===== config.mk =====
export PLATFORM = sky130hd
export DESIGN_NAME = mult_div_ctrl
export DESIGN_NICKNAME = d
export VERILOG_FILES = /design/src/rtl/mult_div_pkg.sv /design/src/rtl/mult_div_core.sv /design/src/rtl/mult_div_ctrl.sv
export SDC_FILE = /design/constraint.sdc
export NUM_CORES = 1
export LEC_CHECK = 0
export ABC_AREA = 1
export CORE_ASPECT_RATIO = 0.5
export CORE_MARGIN = 4
export CORE_UTILIZATION = 55
export DETAILED_ROUTE_END_ITERATION = 7
export GPL_TIMING_DRIVEN = 1
export PLACE_DENSITY = 0.8
export SYNTH_ARGS = -nofsm -noshare
export SYNTH_HDL_FRONTEND = slang
export SYNTH_SLANG_ARGS = --single-unit

===== constraint.sdc =====
create_clock -name clock -period 5.35 [get_ports clock]
set_input_delay 1.07 -clock clock [delete_from_list [all_inputs] [get_ports clock]]
set_output_delay 1.07 -clock clock [all_outputs]
set_load 0.02 [all_outputs]

===== src/rtl/mult_div_pkg.sv =====
// Shared types and constants for the iterative signed multiply/divide unit.
package mult_div_pkg;

  typedef enum logic [1:0] {
    ST_IDLE = 2'd0,
    ST_CALC = 2'd1,
    ST_FIX  = 2'd2
  } state_t;

  localparam logic OP_MULT    = 1'b0;
  localparam logic OP_DIV     = 1'b1;
  localparam int   ITER_COUNT = 32;
  localparam int   CNT_W      = 6;

  function automatic logic [31:0] mag32(input logic [31:0] v);
    return v[31] ? (32'd0 - v) : v;
  endfunction

endpackage


===== src/rtl/mult_div_core.sv =====
// One-bit-per-cycle datapath: shift-add multiply or restoring divide on unsigned magnitudes.
// Accumulator layout: MULT {partial_hi, multiplier_shift}; DIV {remainder, dividend/quotient}.
module mult_div_core
  import mult_div_pkg::*;
(
  input  logic        clock,
  input  logic        reset,
  input  logic        i_load,
  input  logic        i_step,
  input  logic        i_op,
  input  logic [31:0] i_mag_a,
  input  logic [31:0] i_mag_b,
  output logic [63:0] o_acc_next,
  output logic        o_last
);

  logic [63:0]      r_acc;
  logic [31:0]      r_b;
  logic [CNT_W-1:0] r_cnt;

  logic [32:0] w_sum;
  logic [32:0] w_rem_shift;
  logic [31:0] w_diff;
  logic        w_borrow;

  assign w_sum       = {1'b0, r_acc[63:32]} + {1'b0, r_b};
  assign w_rem_shift = r_acc[63:31];
  assign w_borrow    = (w_rem_shift < {1'b0, r_b});
  // Exact whenever there is no borrow, since the difference is then below the divisor.
  assign w_diff      = w_rem_shift[31:0] - r_b;
  assign o_last      = (r_cnt == CNT_W'(ITER_COUNT - 1));

  // Next accumulator value for one iteration of the selected operation.
  always_comb begin
    o_acc_next = r_acc;
    if (i_op == OP_MULT) begin
      if (r_acc[0]) begin
        o_acc_next = {w_sum, r_acc[31:1]};
      end else begin
        o_acc_next = {1'b0, r_acc[63:1]};
      end
    end else begin
      if (w_borrow) begin
        o_acc_next = {r_acc[62:0], 1'b0};
      end else begin
        o_acc_next = {w_diff, r_acc[30:0], 1'b1};
      end
    end
  end

  // Accumulator, divisor/multiplicand and iteration counter.
  always_ff @(posedge clock) begin
    if (reset) begin
      r_acc <= 64'd0;
      r_b   <= 32'd0;
      r_cnt <= '0;
    end else if (i_load) begin
      r_acc <= {32'd0, i_mag_a};
      r_b   <= i_mag_b;
      r_cnt <= '0;
    end else if (i_step) begin
      r_acc <= o_acc_next;
      r_cnt <= r_cnt + CNT_W'(1);
    end
  end

endmodule


===== src/rtl/mult_div_ctrl.sv =====
// Signed MULT/DIV controller: FSM, operand sign handling, result sign fix-up and HI/LO strobes.
// Optional feature macro: MULT_DIV_DIVZERO_EXC_EN (divide-by-zero short-circuits with a div_zero pulse).
module mult_div_ctrl
  import mult_div_pkg::*;
(
  input  logic        clock,
  input  logic        reset,
  input  logic        start,
  input  logic        op,
  input  logic [31:0] op_a,
  input  logic [31:0] op_b,
  output logic        busy,
  output logic        done,
  output logic [31:0] hi_data,
  output logic [31:0] lo_data,
  output logic        hi_write,
  output logic        lo_write,
  output logic        div_zero
);

  state_t      r_state;
  logic        r_op;
  logic        r_sa;
  logic        r_sb;
  logic        r_bzero;
  logic        r_busy;
  logic        r_done;
  logic        r_write;
  logic        r_dz;
  logic [31:0] r_hi;
  logic [31:0] r_lo;

  logic        w_load;
  logic        w_step;
  logic        w_last;
  logic        w_dz_req;
  logic [63:0] w_acc_next;
  logic [63:0] w_prod;
  logic [31:0] w_quo;
  logic [31:0] w_rem;
  logic [31:0] w_hi_res;
  logic [31:0] w_lo_res;

  assign w_load = start && (r_state == ST_IDLE);
  assign w_step = (r_state == ST_CALC);

`ifdef MULT_DIV_DIVZERO_EXC_EN
  assign w_dz_req = (op == OP_DIV) && (op_b == 32'd0);
`else
  assign w_dz_req = 1'b0;
`endif

  mult_div_core u_core (
    .clock      (clock),
    .reset      (reset),
    .i_load     (w_load),
    .i_step     (w_step),
    .i_op       (r_op),
    .i_mag_a    (mag32(op_a)),
    .i_mag_b    (mag32(op_b)),
    .o_acc_next (w_acc_next),
    .o_last     (w_last)
  );

  // Sign-corrected results from the final iteration; quotient stays all-ones on a zero divisor.
  always_comb begin
    w_prod   = w_acc_next;
    w_quo    = w_acc_next[31:0];
    w_rem    = w_acc_next[63:32];
    w_hi_res = 32'd0;
    w_lo_res = 32'd0;
    if (r_sa ^ r_sb) begin
      w_prod = 64'd0 - w_acc_next;
    end else begin
      w_prod = w_acc_next;
    end
    if ((r_sa ^ r_sb) && !r_bzero) begin
      w_quo = 32'd0 - w_acc_next[31:0];
    end else begin
      w_quo = w_acc_next[31:0];
    end
    if (r_sa) begin
      w_rem = 32'd0 - w_acc_next[63:32];
    end else begin
      w_rem = w_acc_next[63:32];
    end
    if (r_op == OP_MULT) begin
      w_hi_res = w_prod[63:32];
      w_lo_res = w_prod[31:0];
    end else begin
      w_hi_res = w_rem;
      w_lo_res = w_quo;
    end
  end

  // Control FSM with registered status, strobes and result holding registers.
  always_ff @(posedge clock) begin
    if (reset) begin
      r_state <= ST_IDLE;
      r_op    <= OP_MULT;
      r_sa    <= 1'b0;
      r_sb    <= 1'b0;
      r_bzero <= 1'b0;
      r_busy  <= 1'b0;
      r_done  <= 1'b0;
      r_write <= 1'b0;
      r_dz    <= 1'b0;
      r_hi    <= 32'd0;
      r_lo    <= 32'd0;
    end else begin
      case (r_state)
        ST_IDLE: begin
          r_done  <= 1'b0;
          r_write <= 1'b0;
          r_dz    <= 1'b0;
          if (start) begin
            r_op    <= op;
            r_sa    <= op_a[31];
            r_sb    <= op_b[31];
            r_bzero <= (op_b == 32'd0);
            r_busy  <= 1'b1;
            if (w_dz_req) begin
              r_state <= ST_FIX;
              r_done  <= 1'b1;
              r_dz    <= 1'b1;
            end else begin
              r_state <= ST_CALC;
            end
          end
        end
        ST_CALC: begin
          if (w_last) begin
            r_state <= ST_FIX;
            r_done  <= 1'b1;
            r_write <= 1'b1;
            r_hi    <= w_hi_res;
            r_lo    <= w_lo_res;
          end
        end
        ST_FIX: begin
          r_state <= ST_IDLE;
          r_busy  <= 1'b0;
          r_done  <= 1'b0;
          r_write <= 1'b0;
          r_dz    <= 1'b0;
        end
        default: begin
          r_state <= ST_IDLE;
          r_busy  <= 1'b0;
          r_done  <= 1'b0;
          r_write <= 1'b0;
          r_dz    <= 1'b0;
        end
      endcase
    end
  end

  assign busy     = r_busy;
  assign done     = r_done;
  assign hi_data  = r_hi;
  assign lo_data  = r_lo;
  assign hi_write = r_write;
  assign lo_write = r_write;
  assign div_zero = r_dz;

endmodule


Word level (Yosys, flattened, before mapping)

Cells that the tools add are included.

Flip-flop bits (word level): 174
Bits of input ports: 68
Word-level logic and storage cells: 57

Add/sub/neg operators: 8
Magnitude comparators: 1
Eq/ne operators: 4
Multiplexer cells: 17
Bitwise gates (word level): 2
Reduce and logical (&&, ||, !) cells: 12

Operators by type and width:

| kind                                                                 | count |
|---|---|
| 32-bit 2-to-1 mux                                                    | 8 |
| 64-bit 2-to-1 mux                                                    | 4 |
| 1-bit by 32-bit subtractor with 32-bit output (first input constant) | 4 |
| 1-bit by 64-bit subtractor with 64-bit output (first input constant) | 1 |
| 32-bit by 32-bit adder with 33-bit output                            | 1 |
| 33-bit by 32-bit less-than comparator with 1-bit output              | 1 |
| 32-bit logical NOT                                                   | 1 |
| 32-bit subtractor                                                    | 1 |
| 2-bit AND reduction                                                  | 4 |
| 6-bit by 1-bit adder with 6-bit output (second input constant)       | 1 |
| 6-bit by 5-bit == test with 1-bit output (second input constant)     | 1 |
| 2-bit 2-to-1 mux                                                     | 2 |
| 2-bit inequality test (second input constant)                        | 2 |
| 2-bit one-hot mux with 2 select lines                                | 1 |
| 2-bit OR reduction                                                   | 2 |
| 2-bit by 1-bit == test with 1-bit output (second input constant)     | 1 |
| 1-bit logical AND                                                    | 2 |
| 2-bit logical NOT                                                    | 1 |
| 1-bit one-hot mux with 2 select lines                                | 1 |
| 2-bit nonzero test                                                   | 1 |
| 1-bit logical NOT                                                    | 1 |
| 1-bit 2-to-1 mux                                                     | 1 |
| 1-bit inverter                                                       | 1 |
| 1-bit bitwise XOR                                                    | 1 |

Logic depth before layout (Yosys ltp)

Depth after elaboration: 6
Depth in mapped cells: 32

Modules after synthesis

Synthesis repeated with hierarchy kept, for this count alone.

Cells, all modules: 3,135
Area total of the unflattened synthesis: 17,595.6 µm²

By module, submodules not included:

| module        | instances | cells each | area an instance (µm²) | seq. area each (µm²) |
|---|---|---|---|---|
| mult_div_core | 1         | 1,866      | 10,397.5               | 2,042.0 |
| mult_div_ctrl | 1         | 1,269      | 7,198.2                | 1,441.4 |

Least setup slack after synthesis

OpenSTA, ideal clock, no wires.

Kind: register to register
Start: reg u_core.r_b[8]
End: reg r_hi[18], in the netlist hi_data[18]
Arrival: 3.414 ns
Data required time: 5.241 ns
Setup slack: 1.827 ns
Cell stages (with the launch flop): 33
Buffers on the path: 0
Cells stage by stage: dfxtp_1 inv_1 ha_1 nand2_1 inv_1 nand2_1 nand2_1 inv_1 nand3_2 nand2_1 nand2_2 nand2_2 nand3_1 nand2_1 ha_1 inv_1 nor3_4 nand2_4 nor2_8 nand3_4 clkinv_2 nand4_2 nor2_2 nand2_2 a21oi_4 nand2_2 inv_2 nand2_1 nand2_1 xor2_1 nand2_1 nand2_1 inv_1

Longest elaborated chain between the ends: 6

Ends and longest elaborated chain:

| item                                                                                                                  | line                                     | text |
|---|---|---|
| start, declared                                                                                                       | mult_div_core.sv:18                      | `logic [31:0] r_b;` |
| start signal, assigned                                                                                                | mult_div_core.sv:59                      | `r_b <= i_mag_b;` |
| 32-bit by 32-bit adder with 33-bit output, or another cell as far along                                               | mult_div_core.sv:26                      | `assign w_sum = {1'b0, r_acc[63:32]} + {1'b0, r_b};` |
| 64-bit 2-to-1 mux (on tied branches)                                                                                  | mult_div_core.sv:37, mult_div_core.sv:43 |  |
| 64-bit 2-to-1 mux (*)                                                                                                 | mult_div_core.sv:36                      | `if (i_op == OP_MULT) begin` |
| 1-bit by 64-bit subtractor with 64-bit output / 1-bit by 32-bit subtractor with 32-bit output (equally long branches) | mult_div_ctrl.sv:73, mult_div_ctrl.sv:83 |  |
| 64-bit 2-to-1 mux / 32-bit 2-to-1 mux (equally long branches)                                                         | mult_div_ctrl.sv:72, mult_div_ctrl.sv:82 |  |
| 32-bit 2-to-1 mux (*)                                                                                                 | mult_div_ctrl.sv:87                      | `if (r_op == OP_MULT) begin` |
| end signal, assigned                                                                                                  | mult_div_ctrl.sv:136                     | `r_hi <= w_hi_res;` |
| end, declared                                                                                                         | mult_div_ctrl.sv:30                      | `logic [31:0] r_hi;` |

Every way passes the cells marked *; elsewhere a longest branch is shown, timed or not.
A chain may end at the register's enable or synchronous reset.

Worst setup path after layout

Start: reg u_core.r_acc[33]
End: reg r_hi[12], in the netlist hi_data[12]

Longest elaborated chain between the ends: 6

Ends and longest elaborated chain:

| item                                                                                                                  | line                                     | text |
|---|---|---|
| start, declared                                                                                                       | mult_div_core.sv:17                      | `logic [63:0] r_acc;` |
| start signal, assigned                                                                                                | mult_div_core.sv:58                      | `r_acc <= {32'd0, i_mag_a};` |
| start signal, assigned                                                                                                | mult_div_core.sv:62                      | `r_acc <= o_acc_next;` |
| 32-bit by 32-bit adder with 33-bit output, or another cell as far along                                               | mult_div_core.sv:26                      |  |
| 64-bit 2-to-1 mux (on tied branches)                                                                                  | mult_div_core.sv:37, mult_div_core.sv:43 |  |
| 64-bit 2-to-1 mux (*)                                                                                                 | mult_div_core.sv:36                      |  |
| 1-bit by 64-bit subtractor with 64-bit output / 1-bit by 32-bit subtractor with 32-bit output (equally long branches) | mult_div_ctrl.sv:73, mult_div_ctrl.sv:83 |  |
| 64-bit 2-to-1 mux / 32-bit 2-to-1 mux (equally long branches)                                                         | mult_div_ctrl.sv:72, mult_div_ctrl.sv:82 |  |
| 32-bit 2-to-1 mux (*)                                                                                                 | mult_div_ctrl.sv:87                      |  |

Marks and branches as above.

==> impl_metrics.env <==
export IMPL_status="finished, final reports clean"
export IMPL_io_pins=137
export IMPL_clkTransAtPathRegs_ns=0.08
export IMPL_relSlewSlack_pct=22.5
export IMPL_drive_gt1_share_pct=4.64
export IMPL_grt_first_pass_wirelength_microns=99500
export IMPL_rsz0062_at_grt="false"
export IMPL_cp_data_required_time_ns=5.72
export IMPL_netlist_area_sq_mm=0.0173
export IMPL_highest_layer="met4"
export IMPL_clk_latency_ns=0.47
export IMPL_drtIter0Drc=2614
export IMPL_cap_violations=0
export IMPL_power_frac_comb_pct=48.7
export IMPL_worst_pin_slew_ns=1.16
export IMPL_die_h_microns=133
export IMPL_ctsResizeCount=0
export IMPL_dieArea_sq_mm=0.0345
export IMPL_clk_path_buf_depth=2
export IMPL_ys_seq_elements=174
export IMPL_final_common_cell="nand2_1"
export IMPL_power_internal_mw=2.79
export IMPL_met3_length_microns=6060
export IMPL_worstPathArrival_ns=5.06
export IMPL_synth_cell_type_count=59
export IMPL_critPathKind="reg -> reg"
export IMPL_cts_tree="yes"
export IMPL_cpMostUsedCell="nand2_1"
export IMPL_slew_viol_final=0
export IMPL_start_kind="flop"
export IMPL_antenna_found_initial=0
export IMPL_power_mw=5.32
export IMPL_p_clk_share_pct=24.1
export IMPL_layout_min_cycle_time_ns=4.68
export IMPL_clock_sinks=174
export IMPL_stdcell_count=3550
export IMPL_switching_power_mw=2.54
export IMPL_hold_buffers=0
export IMPL_dr_pass1_iters=7
export IMPL_hold_viol_final=0
export IMPL_drc=0
export IMPL_yosys_warnings=0
export IMPL_place_hpwl_microns=51200
export IMPL_finClkSkew_ns=0.0145
export IMPL_p_sw_share_pct=47.6
export IMPL_power_density_mw_per_mm2=274
export IMPL_synth_area_leaders="dfxtp_1 (20%), nand2_1 (18%), inv_1 (11%)"
export IMPL_clock_fmax_ghz=0.214
export IMPL_p_seq_share_pct=27.2
export IMPL_fin_ws_ns=0.667
export IMPL_grt_pass1_vias=18413
export IMPL_setup_viol=0
export IMPL_dr_wl_met2_microns=28800
export IMPL_numCtsBuffers=17
export IMPL_dr_total_vias=20266
export IMPL_wl_per_cell_microns=18.3
export IMPL_placedCellCount=3518
export IMPL_cp_slowest_cell="dfxtp_1"
export IMPL_initial_utilization_pct=56.4
export IMPL_grt_ovfl_total=0
export IMPL_period_share_pct=87.5
export IMPL_critPathMaxFanout=19
export IMPL_synthCells=3044
export IMPL_row_count=45
export IMPL_grt_usage_pct=36.2
export IMPL_core_sq_mm=0.0306
export IMPL_vdd_ir_drop_max_uv=245
export IMPL_grt_max_degree=81
export IMPL_hp_class="reg -> reg"
export IMPL_post_cts_setup_buffer_count=0
export IMPL_die_w_microns=259
export IMPL_viasPerCell=5.71
export IMPL_tns_ns=0
export IMPL_finalWirelength_microns=64800
export IMPL_end_kind="flop"
export IMPL_layout_common_cells="nand2_1 (838), inv_1 (495), nor2_1 (275)"
export IMPL_synth_net_count=3183
export IMPL_htree_levels=4
export IMPL_wl_met1_microns=27400
export IMPL_avgSynthCellArea_sq_um=5.68
export IMPL_portBuffers=135
export IMPL_synth_largest_area_cell="dfxtp_1"
export IMPL_nets=3253
export IMPL_area_delta_synth_final_pct=12.6
export IMPL_p_leak_nw=9.73
export IMPL_gp_congestion=1.10
export IMPL_drtAntennaViolNets=0
export IMPL_seq_area_frac_synth_pct=20.2
export IMPL_place_ws_ns=0.798
export IMPL_max_stage_delay_ns=0.47
export IMPL_insertedDiodeCount=0
export IMPL_cts_root_buf="clkbuf_16"
export IMPL_synth_top_cell_area_share_pct=20.2
==> cell families (layout without fill, tap and decap cells) <==
group | Yosys count | count (layout) | synth area share (%)
AOI/OAI and AO/OA | 596 | 596 | 19.5
adders and majority gates | 71 | 71 | 5.23
DFF | 174 | 174 | 20.2
and+or+nand+nor | 1486 | 1486 | 36.4
buffers and inverters | 631 | 714 | 14.3
xor gates and xnor gates | 85 | 85 | 4.31
other | 1 | 1 | 0.0217
==> cells in the mapped netlist (all sizes together) <==
cell and number:
o41ai 1, xnor2 32, dfxtp 174, o211ai 54, nand3 224, o21bai 13, a41oi 1, o22ai 33
o31ai 2, xor2 53, and2 4, a32o 3, a31oi 23, nor2 299, nor3 51, nand3b 11
o21a 5, clkbuf 78, nand2 847, o32ai 1, clkinv 6, conb 1, fa 2, inv 506
a21boi 3, nand4 28, or2 9, buf 41, ha 69, a21oi 236, nor4 10, o21ai 213
nor3b 3, a22oi 1, a211oi 1, o221ai 6
==> path summary, 6_finish.rpt <==
check	cells past startpoint	to	startpoint	slack [ns]
hold reg to reg	2	u_core.r_cnt[5]	u_core.r_cnt[5]	0.49
setup reg to reg	29	hi_data[12]	u_core.r_acc[33]	0.67
hold / removal	2	u_core.r_cnt[5]	u_core.r_cnt[5]	0.49
setup / recovery	29	hi_data[12]	u_core.r_acc[33]	0.67
==> registers in the layout (all words and copies together), names as in the netlist <==
register and flops:
u_core.r_acc 64, hi_data 32, lo_data 32, u_core.r_b 32, u_core.r_cnt 6, r_state 2, busy 1, hi_write 1
r_bzero 1, r_op 1, r_sa 1, r_sb 1
==> metrics by stage <==
stage                     util [%]  hold WS (ns)  area (sq um)
final                         63.5         0.494         19500
after global routing          63.5         0.511         19500
after CTS                     63.5         0.490         19500
after detailed placement      61.7         0.478         18900
after global placement        61.7         0.474         18900
after floorplan                  -         0.424         17300
==> per-layer routing <==
layer | vias to the layer above | global-route usage (%)
met3 | 167 | 7.12
met4 | 0 | 14.0
li1 | 9911 | -
met5 | - | 0
met1 | 9167 | 47.8
met2 | 1021 | 58.8
==> critical path: cells and delay by family, from the launching register on <==
family	cells	cell delay [ns]
flip-flops	1	0.47
XOR/XNOR	1	0.14
buffers and inverters	3	0.19
adder cells (fa/ha/maj)	2	0.55
AND/OR/NAND/NOR	20	2.90
AO/OA/AOI/OAI	3	0.32
==> area by class of cell <==
cell class	count	area, sq um
timing repair buffer	170	1610
multi-input combinational	2239	11300
tap	423	529
inverter	512	1920
sequential	174	3490
fill	3109	11200
clock inverter	14	145
clock buffer	18	429
==> power by group through the flow <==
stage / combinational [mW] / sequential [mW] / clock, mW
after detailed placement: 2.50 / 1.47 / 0
after global routing: 2.86 / 1.45 / 1.33
after global placement: 2.50 / 1.47 / 0
after CTS: 2.52 / 1.44 / 1.28
after floorplan: 1.84 / 1.44 / 0
final: 2.59 / 1.45 / 1.28
Note: power is estimated with default switching activity, not from simulation.
